### config.mk
export PLATFORM = sky130hd
export DESIGN_NAME = comp32_arb
export DESIGN_NICKNAME = d
export VERILOG_FILES = /design/src/rtl/comp32_pkg.sv /design/src/rtl/comp32_gt_core.sv /design/src/rtl/comp32_arb.sv
export SDC_FILE = /design/constraint.sdc
export NUM_CORES = 1
export LEC_CHECK = 0
export CORE_ASPECT_RATIO = 1.25
export CORE_MARGIN = 3
export CORE_UTILIZATION = 49
export CTS_BUF_LIST = sky130_fd_sc_hd__clkbuf_4 sky130_fd_sc_hd__clkbuf_8
export DETAILED_ROUTE_END_ITERATION = 8
export PLACE_DENSITY = 0.82
export SLEW_MARGIN = 20
export SYNTH_ARGS = -nofsm -noshare
export SYNTH_HDL_FRONTEND = slang
export SYNTH_SLANG_ARGS = --single-unit
### constraint.sdc
create_clock -name clk -period 3.5 [get_ports clk]
set_input_delay 0.525 -clock clk [delete_from_list [all_inputs] [get_ports clk]]
set_output_delay 0.525 -clock clk [all_outputs]
set_load 0.02 [all_outputs]
### src/rtl/comp32_pkg.sv
// Shared types and constants for the comp32_arb arbitrated comparator.
// Optional equality output is enabled by defining COMP32_ARB_EQ_EN.
package comp32_pkg;

    localparam int DEF_W    = 32;
    localparam int DEF_NREQ = 4;

    typedef enum logic [1:0] {
        IDLE = 2'd0,
        CMP  = 2'd1,
        RESP = 2'd2
    } state_t;

    // Width of a requester index; a single requester still needs one bit.
    function automatic int id_w(input int n);
        return (n > 1) ? $clog2(n) : 1;
    endfunction

endpackage

### src/rtl/comp32_gt_core.sv
// Combinational unsigned W-bit comparator shared by all requesters.
// The eq output exists only when COMP32_ARB_EQ_EN is defined.
module comp32_gt_core #(
    parameter int W = comp32_pkg::DEF_W
) (
    input  logic [W-1:0] a,
    input  logic [W-1:0] b,
`ifdef COMP32_ARB_EQ_EN
    output logic         eq,
`endif
    output logic         gt
);

    assign gt = (a > b);
`ifdef COMP32_ARB_EQ_EN
    assign eq = (a == b);
`endif

endmodule

### src/rtl/comp32_arb.sv
// Round-robin arbiter in front of one shared unsigned comparator (IDLE/CMP/RESP).
// Defining COMP32_ARB_EQ_EN adds a registered rsp_eq output.
module comp32_arb
    import comp32_pkg::*;
#(
    parameter int NREQ = DEF_NREQ,
    parameter int W    = DEF_W
) (
    input  logic                    clk,
    input  logic                    rst,
    input  logic [NREQ-1:0]         req_valid,
    output logic [NREQ-1:0]         req_ready,
    input  logic [NREQ*W-1:0]       req_a,
    input  logic [NREQ*W-1:0]       req_b,
    output logic                    rsp_valid,
    input  logic                    rsp_ready,
    output logic [id_w(NREQ)-1:0]   rsp_id,
`ifdef COMP32_ARB_EQ_EN
    output logic                    rsp_eq,
`endif
    output logic                    rsp_gt
);

    localparam int IDW = id_w(NREQ);

    state_t         state;
    logic [IDW-1:0] ptr;
    logic [W-1:0]   lat_a;
    logic [W-1:0]   lat_b;
    logic [W-1:0]   a_arr [NREQ];
    logic [W-1:0]   b_arr [NREQ];
    logic [NREQ-1:0] grant;
    logic [IDW-1:0] grant_id;
    logic           found;
    logic [IDW:0]   sum;
    logic [IDW-1:0] idx;
    logic           accept;
    logic           core_gt;
`ifdef COMP32_ARB_EQ_EN
    logic           core_eq;
`endif

    genvar gi;
    generate
        for (gi = 0; gi < NREQ; gi++) begin : g_unpack
            assign a_arr[gi] = req_a[gi*W +: W];
            assign b_arr[gi] = req_b[gi*W +: W];
        end
    endgenerate

    // First valid requester at or after ptr, wrapping from NREQ-1 back to 0.
    always_comb begin
        grant    = '0;
        grant_id = '0;
        found    = 1'b0;
        sum      = '0;
        idx      = '0;
        for (int off = 0; off < NREQ; off++) begin
            sum = {1'b0, ptr} + (IDW+1)'(off);
            if (sum >= (IDW+1)'(NREQ)) begin
                sum = sum - (IDW+1)'(NREQ);
            end
            idx = sum[IDW-1:0];
            if (!found && req_valid[idx]) begin
                found      = 1'b1;
                grant[idx] = 1'b1;
                grant_id   = idx;
            end
        end
    end

    assign req_ready = (state == IDLE && !rst) ? grant : '0;
    assign accept    = |(req_valid & req_ready);

    comp32_gt_core #(.W(W)) u_core (
        .a  (lat_a),
        .b  (lat_b),
`ifdef COMP32_ARB_EQ_EN
        .eq (core_eq),
`endif
        .gt (core_gt)
    );

    always_ff @(posedge clk or posedge rst) begin
        if (rst) begin
            state     <= IDLE;
            ptr       <= '0;
            lat_a     <= '0;
            lat_b     <= '0;
            rsp_valid <= 1'b0;
            rsp_gt    <= 1'b0;
            rsp_id    <= '0;
`ifdef COMP32_ARB_EQ_EN
            rsp_eq    <= 1'b0;
`endif
        end else begin
            case (state)
                IDLE: begin
                    if (accept) begin
                        lat_a  <= a_arr[grant_id];
                        lat_b  <= b_arr[grant_id];
                        rsp_id <= grant_id;
                        state  <= CMP;
                    end
                end
                CMP: begin
                    rsp_gt    <= core_gt;
`ifdef COMP32_ARB_EQ_EN
                    rsp_eq    <= core_eq;
`endif
                    rsp_valid <= 1'b1;
                    state     <= RESP;
                end
                RESP: begin
                    if (rsp_ready) begin
                        rsp_valid <= 1'b0;
                        ptr       <= (rsp_id == IDW'(NREQ-1)) ? '0 : rsp_id + 1'b1;
                        state     <= IDLE;
                    end
                end
                default: state <= IDLE;
            endcase
        end
    end

endmodule

Yosys cells after proc, flatten, opt, wreduce, memory -nomap -nowiden. Cells that the tools add are included.

Bits in registers: 72. Input bits: 263. Output and inout bits: 8. Logic and storage cells: 102.

Add/subtract/negate cells: 8. Magnitude comparators: 14. Eq/ne operators: 5. Muxes and demuxes: 44. Bitwise logic cells: 5. Reductions and logical operators: 19.

Operators by type and width (number): $bmux W32 S2 (2); $mux W32 (4); $gt A32 B32 Y1 (1); $mux W2 (11); $mux W4 (5); $ge A3 B3 Y1 const B (4); $lt A2 B3 Y1 const B (4); $mux W1 (12); $or A4 B4 Y4 (3); $bmux W1 S2 (4); $demux W1 S2 (4); $ge A2 B1 Y1 const B (4); $logic_and A1 B1 Y1 (8); $reduce_and A2 Y1 (4); $sub A2 B1 Y2 const B (4); $add A2 B2 Y3 const B (2); $pmux W2 S3 (1); $and A4 B4 Y4 (1); $eq A2 B2 Y1 const B (2); $logic_not A1 Y1 (4); $ne A2 B2 Y1 const B (2); $reduce_or A4 Y1 (1); $add A2 B1 Y3 const B (1); $ge A2 B3 Y1 const B (1); 6 further kinds (6).

Logic depth before layout (Yosys ltp).
Depth after elaboration: 19. Mapped depth: 14. Gate-level depth less buffers: 9.

By module. From an unflattened synthesis, not the netlist that was laid out.

Cell total of the unflattened synthesis: 791. Area, all modules: 6100.9 µm².

By module, submodules not included: comp32_arb (instances 1, cells each 679, area an instance 5295.1 µm², seq. area each 1801.7 µm²); comp32_gt_core (instances 1, cells each 112, area an instance 805.8 µm², seq. area each 0.0 µm²).

Least setup slack after synthesis. No wires, ideal clock.

Path kind: register -> output. From: reg ptr[0]. To: out req_ready[2]. Arrival time: 2.623 ns. Data required time: 2.975 ns. Path slack: 0.352 ns. Cell stages (with the launch flop): 11. Path buffers: 3. Cells stage by stage: dfrtp_1 > buf_6 > buf_2 > inv_1 > ha_1 > buf_2 > or3b_1 > a2111o_1 > nand2_1 > a22oi_1 > a21oi_1.

Word-level cells in the longest chain between the ends: 15. Elaborated cells on any way between the ends: 60. Classes of those cells: add/sub: 7; order compare: 12; mux: 28; bitwise: 3; reduce/logical: 10.

Ends and longest elaborated chain: start: declaration (RTL line comp32_arb.sv:27) `logic [IDW-1:0] ptr;`; start signal: assignment (RTL line comp32_arb.sv:117) `ptr <= (rsp_id == IDW'(NREQ-1)) ? '0 : rsp_id + 1'b1;`; parallel branches: the longest is 13 deep, another holds $add A2 B1 Y3; $mux W4 (*) (RTL line comp32_arb.sv:64) `if (!found && req_valid[idx]) begin`; $mux W4 (*) (RTL line comp32_arb.sv:72) `assign req_ready = (state == IDLE && !rst) ? grant : '0;`; end: declaration (RTL line comp32_arb.sv:12) `output logic [NREQ-1:0] req_ready,`.

Every way passes the cells marked *. The select of a mux whose other input is x is not followed.

Final worst setup path.
From: reg ptr[0]. To: out req_ready[3].

The elaborated chain is that of the path after synthesis.

==> results.toml <==
[clock_tree]
insertion_delay_ns = 0.36
clk_pin_slew_ns = 0.08
cts_num_sinks = 72
cts_max_level = 3
numCtsBuffers = 9
cts_hold_buffers = 0
cts_setup_buffers = 0
cts_tree = "done"
cts-root-to-sink-buffers = 2
clock_tree.root_cell = "sky130_fd_sc_hd__clkbuf_8"

[setup_path]
setup.worst_path.start = "ptr[0]"
critical_path.startpoint_type = "register"
setup.worst_path.class = "register to output pin"
cp.arrival_ns = 2.77
crit_chain = "inv_1 -> ha_1 -> or3b_1 -> a2111oi_2 -> nor2_1 -> o22ai_1 -> and2_1 -> dlygate4sd2_1"
cp_slowest_stage_delay_ns = 0.47
cpMaxStageDelayCell = "sky130_fd_sc_hd__dfrtp_4"
endpoint_type_of_the_worst_setup_path = "output pin"
worst_ep_required_time_ns = 2.97
r2r_start = "ptr[0]"
r2r_slack_ns = 0.44
r2r.worst_path.cells = 11
r2r_end = "lat_b[1]"
worstPathMaxFanout = 3
critical_path.endpoint = "req_ready[3]"

[timing]
unrepaired_setup_endpoints_after_global_routing = "false"
finalMaxSlewViolations = 0
timing.final.hold_violations = 0
min_period_over_period_pct = 94.2
setup_violating_endpoint_count_in_the_final_report = 0
totalNegativeSetupSlack_ns = 0
tightest_slew_ns = 0.899
fin_worst_hold_slack_ns = 0.499
slew_headroom_pct = 40.0
fin_crit_ns = 3.30
final_skew_ns = 0.0133
max_clock_freq_mhz = 303
finalWorstSetupSlack_ns = 0.203

[yosys]
synth-seq-area-share_pct = 21.7
synth_top_area_share_pct = 21.7
yosys_most_used_dff = "sky130_fd_sc_hd__dfrtp_1"
synthTopCellsByCount = "sky130_fd_sc_hd__nand2_1 (454), sky130_fd_sc_hd__a21oi_1 (142), sky130_fd_sc_hd__a32oi_1 (129), sky130_fd_sc_hd__dfrtp_1 (72)"
ys_seq_elements = 72
netlist.top_cell.by_area = "sky130_fd_sc_hd__dfrtp_1"
synth.distinct_cells = 51
netlist_area_before_placement_sq_mm = 0.00831
yosys.cell_count.top_type = "sky130_fd_sc_hd__nand2_1"
synth_edf_count = 0
asyncSetResetFlopFracSynth_pct = 100
synth_fp_nets = 1527
synthTopCellsByArea = "sky130_fd_sc_hd__dfrtp_1 (22%), sky130_fd_sc_hd__nand2_1 (21%), sky130_fd_sc_hd__a32oi_1 (14%)"
synth_area_per_cell_sq_um = 6.79
syn_inst = 1224
ys.warnings.count = 0

[floorplanning]
die-width_um = 122
coreArea_sq_mm = 0.0164
die-area_sq_mm = 0.0186
die_y_um = 152
ios = 271
num_rows = 52
starting_density_of_the_core_pct = 50.7

[cells_and_area]
area.growth.synth_to_final_pct = 37.4
post_route_cells_drive_above_1_share_pct = 4.88
antennaDiodeCount = 0
design.final.nets = 1733

[grt]
pin_count_of_the_biggest_net_entering_global_routing = 129
globalRouteOverflowTotal = 0
grt_pass1_wl_um = 43300
number_of_antenna_violations_at_the_first_check_in_global_routing = 0
grt_pass1_vias = 9119
gr-usage-all-layers_pct = 28.5

[routing]
route.detailed.wl_per_inst_um = 17.0
route.detailed.drc = 0
routed_via_density = 6.02
firstDrtPassIters = 5
dr_total_vias = 9938
drt-total-wl_um = 28000
drt_iter0_drc = 848
ant_nets = 0

[worst_hold_path]
whs_path_depth = 2
worst_hold_path_type = "register to register"

[power]
cellPowerDensity_mw_per_mm2 = 914
static-leakage-power_nw = 4.77
vdd_ir_drop_max_mv = 0.439

[flow_run]
max-cap-violations = 0

[placed_design]
dp_hpwl_um = 20800
pre_cts_slack_ns = 0.0536
port_buffers = 270
gp_congestion = 0.930

[outcome]
status = "completed"
-- timing repair --
item	4_1_cts	5_1_grt
setup endpoints to repair	2	2
pin swaps	0	0
gates resized for setup	2	2
cloned	0	0
-- state kept, by name, summed over array words and instances (netlist names) --
signal,cells
rsp_valid,1
rsp_gt,1
lat_a,32
lat_b,32
ptr,2
state,2
rsp_id,2
-- report_power, final --
part | internal (W) | switching [W] | total [W] | leakage (nW)
clock | 0.000264 | 0.000345 | 0.000609 | 0.0866
sequential | 0.00126 | 0.000321 | 0.00158 | 0.894
combinational | 0.00336 | 0.00489 | 0.00825 | 3.79
total | 0.00488 | 0.00556 | 0.0104 | 4.77
-- area by class of cell --
class / count / area [sq um]
Clock inverter: 7 / 55.1
Fill cell: 1372 / 4980
Tap cell: 216 / 270
Sequential cell: 72 / 1810
Clock buffer: 9 / 124
Timing Repair Buffer: 308 / 3180
Multi-Input combinational cell: 999 / 5830
Inverter: 40 / 150
-- logic make-up after synthesis --
logic type      share of synthesized area (%)
compound gates                           30.3
fa+ha+maj                                6.02
buf+inv                                  8.78
flops                                    21.7
mux                                      8.96
simple gates                             24.3
-- layout by cell type, fill, tap and decap left out, types with 11 or more instances in the layout --
master,Yosys,layout
sky130_fd_sc_hd__a21oi_1,142,142
sky130_fd_sc_hd__ha_1,40,40
sky130_fd_sc_hd__inv_1,40,39
sky130_fd_sc_hd__clkdlybuf4s50_1,0,266
sky130_fd_sc_hd__dfrtp_1,72,71
sky130_fd_sc_hd__nand2_1,454,454
sky130_fd_sc_hd__mux2i_1,65,65
sky130_fd_sc_hd__buf_4,13,22
sky130_fd_sc_hd__nor2_1,12,11
sky130_fd_sc_hd__a32oi_1,129,128
sky130_fd_sc_hd__buf_12,0,15
sky130_fd_sc_hd__o21ai_1,65,65
-- per-layer routing --
metal / GRT usage [%] / part of all wire [%]
met1: 35.2 / 40
met2: 51.1 / 50
met3: 4.16 / 6.7
met4: 8.80 / 2.9
met5: 0 / 0
-- per-stage QoR --
step / total power (W) / area [sq um] / utilization (%) / std cells
after floorplan: 0.00749 / 8310 / - / 1224
after global placement: 0.00959 / 11200 / 68.5 / 1635
after detailed placement: 0.00976 / 11200 / 68.5 / 1635
after CTS: 0.0104 / 11400 / 69.6 / 1651
after global routing: 0.0114 / 11400 / 69.6 / 1651
final: 0.0104 / 11400 / 69.6 / 1651
-- worst max-delay path, delay by kind of cell, from the launching register on --
family	cells	cell delay, ns
flops	1	0.47
buf+inv	2	0.42
compound gates	2	0.53
simple gates	3	0.72
fa+ha+maj	1	0.29
-- how the worst min path moves through the flow --
stage | to | start | slack, ns
3_3_place_gp | lat_b[3] | lat_b[3] | 0.47
6_report | lat_b[28] | lat_b[28] | 0.50
3_5_place_dp | lat_b[19] | lat_b[19] | 0.48
2_1_floorplan | lat_a[0] | lat_a[0] | 0.45
5_1_grt | lat_b[1] | lat_b[1] | 0.53
4_1_cts | lat_b[19] | lat_b[19] | 0.50
(Power assumes the default switching activity.)
